### config.mk
export PLATFORM = sky130hd
export DESIGN_NAME = pipe_hazard_ctrl
export DESIGN_NICKNAME = d
export VERILOG_FILES = /design/src/rtl/pipe_hazard_ctrl.sv
export SDC_FILE = /design/constraint.sdc
export NUM_CORES = 1
export LEC_CHECK = 0
export BUFFER_PORTS_ARGS = -buffer_cell sky130_fd_sc_hd__buf_2
export CORE_MARGIN = 1
export CORE_UTILIZATION = 40
export CTS_CLUSTER_DIAMETER = 150
export DETAILED_ROUTE_END_ITERATION = 16
export HOLD_SLACK_MARGIN = 0.05
export PLACE_DENSITY = 0.73
export SYNTH_ARGS = -nofsm -noshare
export SYNTH_HDL_FRONTEND = slang
export SYNTH_SLANG_ARGS = --single-unit
export TNS_END_PERCENT = 5
### constraint.sdc
create_clock -name clk -period 2.3 [get_ports clk]
set_input_delay 0.115 -clock clk [delete_from_list [all_inputs] [get_ports clk]]
set_output_delay 0.115 -clock clk [all_outputs]
set_load 0.03 [all_outputs]
### src/rtl/pipe_hazard_ctrl.sv
// Stall/flush controller for an in-order pipeline with NUM_STAGES registers
// (bit 0 = PC). Arbitrates memory freezes, load-use bubbles and branch
// redirects; a branch resolved during a freeze is held in pend_q and replayed
// as a flush in the first cycle after the freeze. Also provides a sticky stall
// watchdog and saturating stall/flush performance counters.
//
//  state  | meaning
//  -------+-----------------------------------------------------------------
//  pend_q | 0: no deferred redirect, 1: branch captured during freeze, not applied
module pipe_hazard_ctrl #(
    parameter int NUM_STAGES   = 5,
    parameter int HAZARD_STAGE = 2,
    parameter int BRANCH_STAGE = 2,
    parameter int TIMEOUT      = 1024,
    parameter int CNT_WIDTH    = 32
) (
    input  logic                  clk,
    input  logic                  reset,
    input  logic                  branch_req,
    input  logic                  dmem_busy,
    input  logic                  imem_busy,
    input  logic                  hazard_req,
    output logic [NUM_STAGES-1:0] stall,
    output logic [NUM_STAGES-1:0] flush,
    output logic                  flush_pending,
    output logic                  stall_timeout,
    output logic [CNT_WIDTH-1:0]  stall_count,
    output logic [CNT_WIDTH-1:0]  flush_count
);

    localparam int FC_W = $clog2(TIMEOUT + 1);
    localparam logic [FC_W-1:0] FC_MAX    = FC_W'(TIMEOUT);
    localparam logic [FC_W-1:0] FC_LAST   = FC_W'(TIMEOUT - 1);
    localparam logic [NUM_STAGES-1:0] ALL_ONES  = {NUM_STAGES{1'b1}};
    localparam logic [NUM_STAGES-1:0] BR_FLUSH  = ALL_ONES >> (NUM_STAGES - 1 - BRANCH_STAGE);
    localparam logic [NUM_STAGES-1:0] HZ_STALL  = ALL_ONES >> (NUM_STAGES - 1 - HAZARD_STAGE);
    localparam logic [NUM_STAGES-1:0] HZ_BUBBLE = NUM_STAGES'(1) << (HAZARD_STAGE + 1);

    generate
        if (NUM_STAGES < 3 || HAZARD_STAGE + 1 >= NUM_STAGES || BRANCH_STAGE >= NUM_STAGES) begin : g_bad_params
            $error("pipe_hazard_ctrl: illegal stage parameters");
        end
    endgenerate

    logic            freeze;
    logic            pend_q;
    logic [FC_W-1:0] freeze_cnt;

    assign freeze        = dmem_busy | imem_busy;
    assign flush_pending = pend_q;

    // Priority decision: freeze > branch (live or replayed) > load-use > idle.
    always_comb begin
        stall = '0;
        flush = '0;
        if (freeze) begin
            stall = ALL_ONES;
        end else if (branch_req | pend_q) begin
            // Any load-use hazard now belongs to a wrong-path instruction.
            flush = BR_FLUSH;
        end else if (hazard_req) begin
            stall = HZ_STALL;
            flush = HZ_BUBBLE;
        end
    end

    // Deferred redirect: held across the freeze, consumed by the first free cycle.
    always_ff @(posedge clk or posedge reset) begin
        if (reset) begin
            pend_q <= 1'b0;
        end else if (freeze) begin
            pend_q <= pend_q | branch_req;
        end else begin
            pend_q <= 1'b0;
        end
    end

    // Watchdog: consecutive freeze cycles, saturating; timeout flag is sticky.
    always_ff @(posedge clk or posedge reset) begin
        if (reset) begin
            freeze_cnt    <= '0;
            stall_timeout <= 1'b0;
        end else if (!freeze) begin
            freeze_cnt <= '0;
        end else if (freeze_cnt != FC_MAX) begin
            freeze_cnt <= freeze_cnt + FC_W'(1);
            if (freeze_cnt == FC_LAST) begin
                stall_timeout <= 1'b1;
            end
        end
    end

    // Saturating performance counters.
    always_ff @(posedge clk or posedge reset) begin
        if (reset) begin
            stall_count <= '0;
            flush_count <= '0;
        end else begin
            if ((|stall) && (stall_count != {CNT_WIDTH{1'b1}})) begin
                stall_count <= stall_count + CNT_WIDTH'(1);
            end
            if (flush[0] && (flush_count != {CNT_WIDTH{1'b1}})) begin
                flush_count <= flush_count + CNT_WIDTH'(1);
            end
        end
    end

endmodule
=== Word level (Yosys, flattened, before mapping) ===
Cells that the tools add are included.

* Bits of input ports: 6
* Register bits: 77
* Output and inout bits: 76
* Logic and storage cells: 28

* Bitwise gates (word level): 2
* Multiplexer cells: 9
* Add/sub/neg operators: 3
* Reduce and logical (&&, ||, !) cells: 4
* Equality and inequality tests: 5

{| class="wikitable"
|+ Operator list
! operator !! count
|-
| $add A32 B1 Y32 const B || 2
|-
| $ne A32 B32 Y1 const B || 2
|-
| $mux W11 || 2
|-
| $mux W4 || 3
|-
| $add A11 B1 Y11 const B || 1
|-
| $eq A11 B10 Y1 const B || 1
|-
| $ne A11 B11 Y1 const B || 1
|-
| $mux W3 || 2
|-
| $mux W5 || 1
|-
| $reduce_or A5 Y1 || 1
|-
| $reduce_and A3 Y1 || 1
|-
| $logic_and A1 B1 Y1 || 2
|-
| $ne A2 B1 Y1 const B || 1
|-
| $or A1 B1 Y1 || 2
|-
| $mux W1 || 1
|}

=== Depth between registers and ports, before layout ===
Gate-level depths: netlist (run 1).

* Word-level depth: 5
* Depth in mapped cells: 7
* Gate-level depth less buffers: 6

=== Worst setup path before layout (run 1) ===
No wires, ideal clock.

* Kind: flip-flop to flip-flop
* Start: reg pend_q (netlist: flush_pending)
* End: reg stall_count[13]
* Stages on the path, launching flop included: 7
* Buffers on the path: 1
* Arrival: 1.856 ns
* Slack: 0.310 ns
* Period minus slack after synthesis: 1.990 ns
* Required time: 2.166 ns
* Setup time: 0.134 ns
* Path through: dfrtp_1 -> or3b_4 -> a211o_1 -> a31oi_4 -> buf_4 -> nand4_1 -> xnor2_1

* Longest elaborated chain between the ends: 5

{| class="wikitable"
|+ Ends and longest elaborated chain
! element !! RTL line !! source
|-
| start: declaration || 46 || <nowiki>logic pend_q;</nowiki>
|-
| start signal: assignment || 72 || <nowiki>pend_q <= pend_q | branch_req;</nowiki>
|-
| $or A1 B1 Y1 || 58 || <nowiki>end else if (branch_req | pend_q) begin</nowiki>
|-
| $mux W3 || 58 ||
|-
| $mux W5 || 56 || <nowiki>if (freeze) begin</nowiki>
|-
| $reduce_or A5 Y1 || 99 || <nowiki>if ((|stall) && (stall_count != {CNT_WIDTH{1'b1}})) begin</nowiki>
|-
| $logic_and A1 B1 Y1 || 99 ||
|-
| end signal: assignment || 100 || <nowiki>stall_count <= stall_count + CNT_WIDTH'(1);</nowiki>
|-
| end: declaration || 27 || <nowiki>output logic [CNT_WIDTH-1:0] stall_count,</nowiki>
|}

No other way between the ends.
A chain may end at the register's enable or synchronous reset.

=== Worst setup path after layout (run 1) ===
* Start: reg pend_q (netlist: flush_pending)
* End: reg stall_count[1]

Same word-level chain as after synthesis.

==> flow_summary.yaml, run 1 <==
worst_hold_path:
  min_path_type: "in -> reg"
timing:
  timing.fmax_mhz: 487
  setup_viol: 0
  grt_setup_unrepaired: "false"
  hold_viol_final: 0
  slew_headroom: 0.511
  post-route-min-period_ns: 2.05
  fin_crit_sh: 0.893
  worstMarginPinSlew_ns: 0.732
  setup-tns-final_ns: 0
  fin_skew_ns: 0.0103
  setup_ws_ns: 0.245
  slew_viol_final: 0
layout:
  nNetsFinal: 473
  nFillCells: 868
  area_growth_pct: 21.4
  drive_above_1_share: 0.250
  regArea_um2: 1930
  multi_input_area_um2: 1820
  postLayoutCellArea_um2: 4690
  diodes: 0
setup_path:
  cp.arrival_ns: 2.28
  critical_path_class: "reg -> reg"
  crit_required_ns: 2.53
  cp-start-kind: "register"
  end_kind: "register"
  rrSetupSlack_ns: 0.25
  crit_path_max_fanout: 6
grt:
  overflow: 0
  grt_pass1_vias: 3058
  grt_max_degree: 35
  antenna_found_initial: 0
  grt_pass1_wl_um: 14500
  grt_usage: 0.183
synth:
  ys_seq_area_frac: 0.499
  ys_warn_count: 0
  synth.largest_area_cell: "dfrtp_1"
  syn_area_per_cell_um2: 10.4
  synth.distinct_cells: 40
  syn-instance-count: 373
  netlist_area_um2: 3860
  synth.most_common_cell: "dfrtp_1"
  ys_async_sr_fraction: 1.00
  synthFlopType: "dfrtp_1"
  ys_ff_latch: 77
  synth_nets: 383
  netlist_top_cells_count: "dfrtp_1, xnor2_1, nor2_1"
  yosys.area.top_type_share: 0.499
  synth_area_leaders: "dfrtp_1, xnor2_1, nand4_1"
  synth_enable_flop_cells: 0
clock_tree:
  clockBufferDepth: 2
  cts.sinks: 77
  cts_hold_buf: 1
  post_cts_resized: 0
  path_clk_slew_ns: 0.09
  cts_tree: "yes"
  clk_latency_ns: 0.35
  htree_levels: 3
  numCtsBuffers: 9
  post_cts_buffers: 0
  cts-root-buf: "clkbuf_8"
floorplanning:
  die_height_um: 100
  dieWidth_um: 100
  rows: 35
  io_pins: 82
  fp.coreArea_um2: 9280
  dieArea_um2: 10100
  start_util: 0.416
detailed_routing:
  drtIter0Drc: 169
  vias: 3155
  antenna_left: 0
  wl_per_cell_um: 14.5
  drt_wl_total_um: 8630
  drc: 0
  vias_per_cell: 5.28
  firstDrtPassIters: 4
power_and_ir_drop:
  ir_drop_uv: 369
  pwr_density_cell_nw_per_um2: 806
  p_leak_nw: 2.18
outcome:
  status: "complete, no violations"
run:
  drv_cap: 0
placed_design:
  placed_cell_area_um2: 4430
  io_buffers: 80
  dp_worst_setup_slack_ns: 0.246
  place_hpwl_um: 6230
  finalWeightedCongestion: 0.848
-- final timing paths --
check                                          startpoint                     endpoint  cells past startpoint
max in group asynchronous                           reset  stall_count[17]$_DFFE_PP0P_                      4
worst min register to register  stall_timeout$_DFFE_PP0P_    stall_timeout$_DFFE_PP0P_                      1
worst max register to register    flush_pending$_DFF_PP0_   stall_count[1]$_DFFE_PP0P_                      4
worst min-delay path                           branch_req      flush_pending$_DFF_PP0_                      3
min in group asynchronous                           reset  flush_count[17]$_DFFE_PP0P_                      3
worst max-delay path              flush_pending$_DFF_PP0_   stall_count[1]$_DFFE_PP0P_                      4
-- flip-flops by register name (all words and copies together), names as in the netlist --
register / count
flush_count: 32
stall_count: 32
freeze_cnt: 11
stall_timeout: 1
flush_pending: 1
-- report_power, final --
| group | internal, W | switching (W) |
|---|---|---|
| clock | 0.000755 | 0.000509 |
| sequential | 0.00150 | 0.000189 |
| combinational | 0.000276 | 0.000547 |
-- stage by stage --
step	hold slack (ns)	total power, W	std cells	utilization
after floorplan	0.271	0.00228	373	-
after global placement	0.281	0.00251	580	0.477
after detailed placement	0.290	0.00254	580	0.477
after CTS	0.105	0.00381	597	0.505
after global routing	0.143	0.00396	597	0.505
final	0.115	0.00378	597	0.505
-- critical path, stage by stage (launching register included) --
cell and delay, ns:
dfrtp_1 0.40, nor2_1 0.42, a21oi_1 0.22, a31oi_1 0.49, mux2_2 0.40
-- kinds of logic (layout without fill, tap and decap cells) --
logic type / Yosys count / count (layout) / synth area share
AND/OR/NAND/NOR: 180 / 180 / 0.260
flip-flops: 77 / 77 / 0.499
XOR/XNOR: 68 / 68 / 0.154
buffers and inverters: 23 / 118 / 0.0305
AO/OA/AOI/OAI: 18 / 18 / 0.0363
adder cells (fa/ha/maj): 4 / 4 / 0.0130
multiplexers: 2 / 2 / 0.00583
other: 1 / 1 / 0.000971
-- layer usage --
metal,share of wire,track usage,vias to the layer above
li1,-,-,1484
met3,0.048,0.0404,15
met4,0.016,0.0658,0
met1,0.46,0.243,1559
met5,0,0,-
met2,0.48,0.293,97
-- cells in the final DEF, fill, tap and decap left out, types with 7 or more instances in the layout --
cell type,synthesis,final
and3_1,10,10
nand4_1,29,29
nand3_1,36,36
xor2_1,19,19
and4_1,9,9
nor2_1,39,39
dfrtp_1,77,77
xnor2_1,49,49
buf_4,8,7
inv_1,12,11
clkbuf_8,0,10
buf_2,1,80
nand2_1,25,25
nor3_1,8,8
-- final cells by class --
cell class,instances,share of cell area
clock buffers,11,0.0302
clock inverters,5,0.0230
inverters,13,0.0104
multi-input cells,273,0.388
flip-flops and latches,77,0.411
well taps,129,0.0344
repair buffers,89,0.103
(Power assumes the default switching activity.)
==> inputs of run 2 (changes only) <==
- BUFFER_PORTS_ARGS: -buffer_cell sky130_fd_sc_hd__buf_2 -> -buffer_cell sky130_fd_sc_hd__buf_4
- CTS_CLUSTER_DIAMETER: 150 -> default
==> run 2 against run 1 <==
Effect of this change: utilization increased by 1.4 points; total power decreased by 5.8%; sequential share of layout area decreased by 1.1 points; global-route usage increased by 0.12 points; register-to-register slack improved by 0.04 ns; largest power group unchanged; first-iteration DRC count decreased by 12%; clock skew increased by 0.0029 ns; combinational power increased by 8.7%; critical path depth increased by 1; setup slack improved by 0.037 ns; maximum frequency increased by 1.8%; count of clock-buffer cells in the layout decreased by 2.
==> flow_summary.yaml, run 2 (synthesis results as in run 1) <==
detailed_routing:
  firstDrtPassIters: 4
  vias_per_cell: 5.18
  vias: 3091
  wl_per_cell_um: 14.3
  drc: 0
  drt_wl_total_um: 8540
  drtIter0Drc: 149
  antenna_left: 0
layout:
  layout_common_cells: "buf_4, dfrtp_1, xnor2_1"
  drive_above_1_share: 0.252
  diodes: 0
  largestRegisters: "flush_count (32), stall_count (32), freeze_cnt (11)"
  layout_commonest_cell: "buf_4"
  nNetsFinal: 473
  nFillCells: 855
  fin_util: 0.519
  area_growth_pct: 24.8
clock_tree:
  cts.sinks: 77
  clockBufferDepth: 2
  clk_latency_ns: 0.36
  htree_levels: 3
  cts-root-buf: "clkbuf_8"
  path_clk_slew_ns: 0.09
  numCtsBuffers: 9
  post_cts_resized: 0
  cts_tree: "yes"
placed_design:
  finalWeightedCongestion: 0.836
  io_buffers: 80
  place_hpwl_um: 6230
  dp_worst_setup_slack_ns: 0.314
power_and_ir_drop:
  ir_drop_uv: 263
  p_total_w: 0.00356
  pwr_density_cell_nw_per_um2: 739
  p_leak_nw: 2.17
worst_hold_path:
  hold_end: "flush_pending$_DFF_PP0_"
  hold_start: "branch_req"
  min_delay_path_depth: 3
  min_path_type: "in -> reg"
floorplanning:
  dieArea_um2: 10100
  dieWidth_um: 100
  fp.coreArea_um2: 9280
  rows: 35
  die_height_um: 100
  start_util: 0.416
  io_pins: 82
timing:
  post-route-min-period_ns: 2.02
  slew_headroom: 0.436
  fin_skew_ns: 0.0132
  grt_setup_unrepaired: "false"
  hold_viol_final: 0
  setup_ws_ns: 0.282
  slew_viol_final: 0
  fin_crit_sh: 0.877
  setup_viol: 0
  worstMarginPinSlew_ns: 0.844
  timing.fmax_mhz: 495
  setup-tns-final_ns: 0
setup_path:
  cp.arrival_ns: 2.26
  crit_path_max_fanout: 6
  rrSetupSlack_ns: 0.28
  r2r_end: "stall_count[1]$_DFFE_PP0P_"
  crit-reg2reg-launch: "stall_count[0]$_DFFE_PP0P_"
  crit_required_ns: 2.55
  critical_path_class: "reg -> reg"
  cp-start-kind: "register"
  end_kind: "register"
  reg2reg_depth: 5
grt:
  grt_max_degree: 40
  antenna_found_initial: 0
  grt_pass1_vias: 3009
  grt_usage: 0.184
  grt_pass1_wl_um: 14600
  overflow: 0
run:
  drv_cap: 0
outcome:
  status: "complete, no violations"
==> run 2: worst max-delay path, cell delays in order (launching register included) <==
cell	delay (ns)
dfrtp_1	0.44
ha_1	0.27
nand4_1	0.24
nor3_2	0.33
a31oi_1	0.29
mux2_2	0.34
==> run 2: area by class of cell <==
type,count,area [um2],area share
Multi-Input combinational cell,273,1820,0.377
Clock buffer,9,124,0.0257
Timing Repair Buffer,89,683,0.142
Inverter,13,48.8,0.0101
Sequential cell,77,1930,0.400
Tap cell,129,161,0.0335
Clock inverter,7,57.6,0.0119
==> run 2: worst max path at each step <==
stage	from	endpoint	slack (ns)
after floorplan	reset	flush_count[0]$_DFFE_PP0P_	0.22
after global placement	flush_pending$_DFF_PP0_	stall_count[29]$_DFFE_PP0P_	0.35
after detailed placement	stall_count[0]$_DFFE_PP0P_	stall_count[1]$_DFFE_PP0P_	0.31
after CTS	flush_pending$_DFF_PP0_	stall_count[25]$_DFFE_PP0P_	0.29
after global routing	flush_pending$_DFF_PP0_	stall_count[1]$_DFFE_PP0P_	0.12
final	stall_count[0]$_DFFE_PP0P_	stall_count[1]$_DFFE_PP0P_	0.28
==> run 2: timing repair <==
action,CTS,global route
setup buffers,0,0
hold endpoints to repair,37,0
hold buffers,1,0
==> run 2: report_power, final <==
group / switching [W] / leakage (nW) / total, W / internal [W]
Combinational: 0.000545 / 1.07 / 0.000895 / 0.000350
Clock: 0.000559 / 0.0833 / 0.000966 / 0.000407
Sequential: 0.000200 / 1.02 / 0.00170 / 0.00150
==> run 2: per-layer routing <==
metal  GRT usage  wire length (um)
met5           0                 0
met2       0.288              4030
met4      0.0502                92
met3      0.0460               436
met1       0.254              3980
==> run 2: per-stage QoR <==
stage                     hold slack, ns  instances  instance area [um2]
after floorplan                    0.271        373                 3860
after global routing               0.159        597                 4820
after detailed placement           0.348        580                 4630
final                              0.105        597                 4820
after global placement             0.337        580                 4630
after CTS                         0.0986        597                 4820
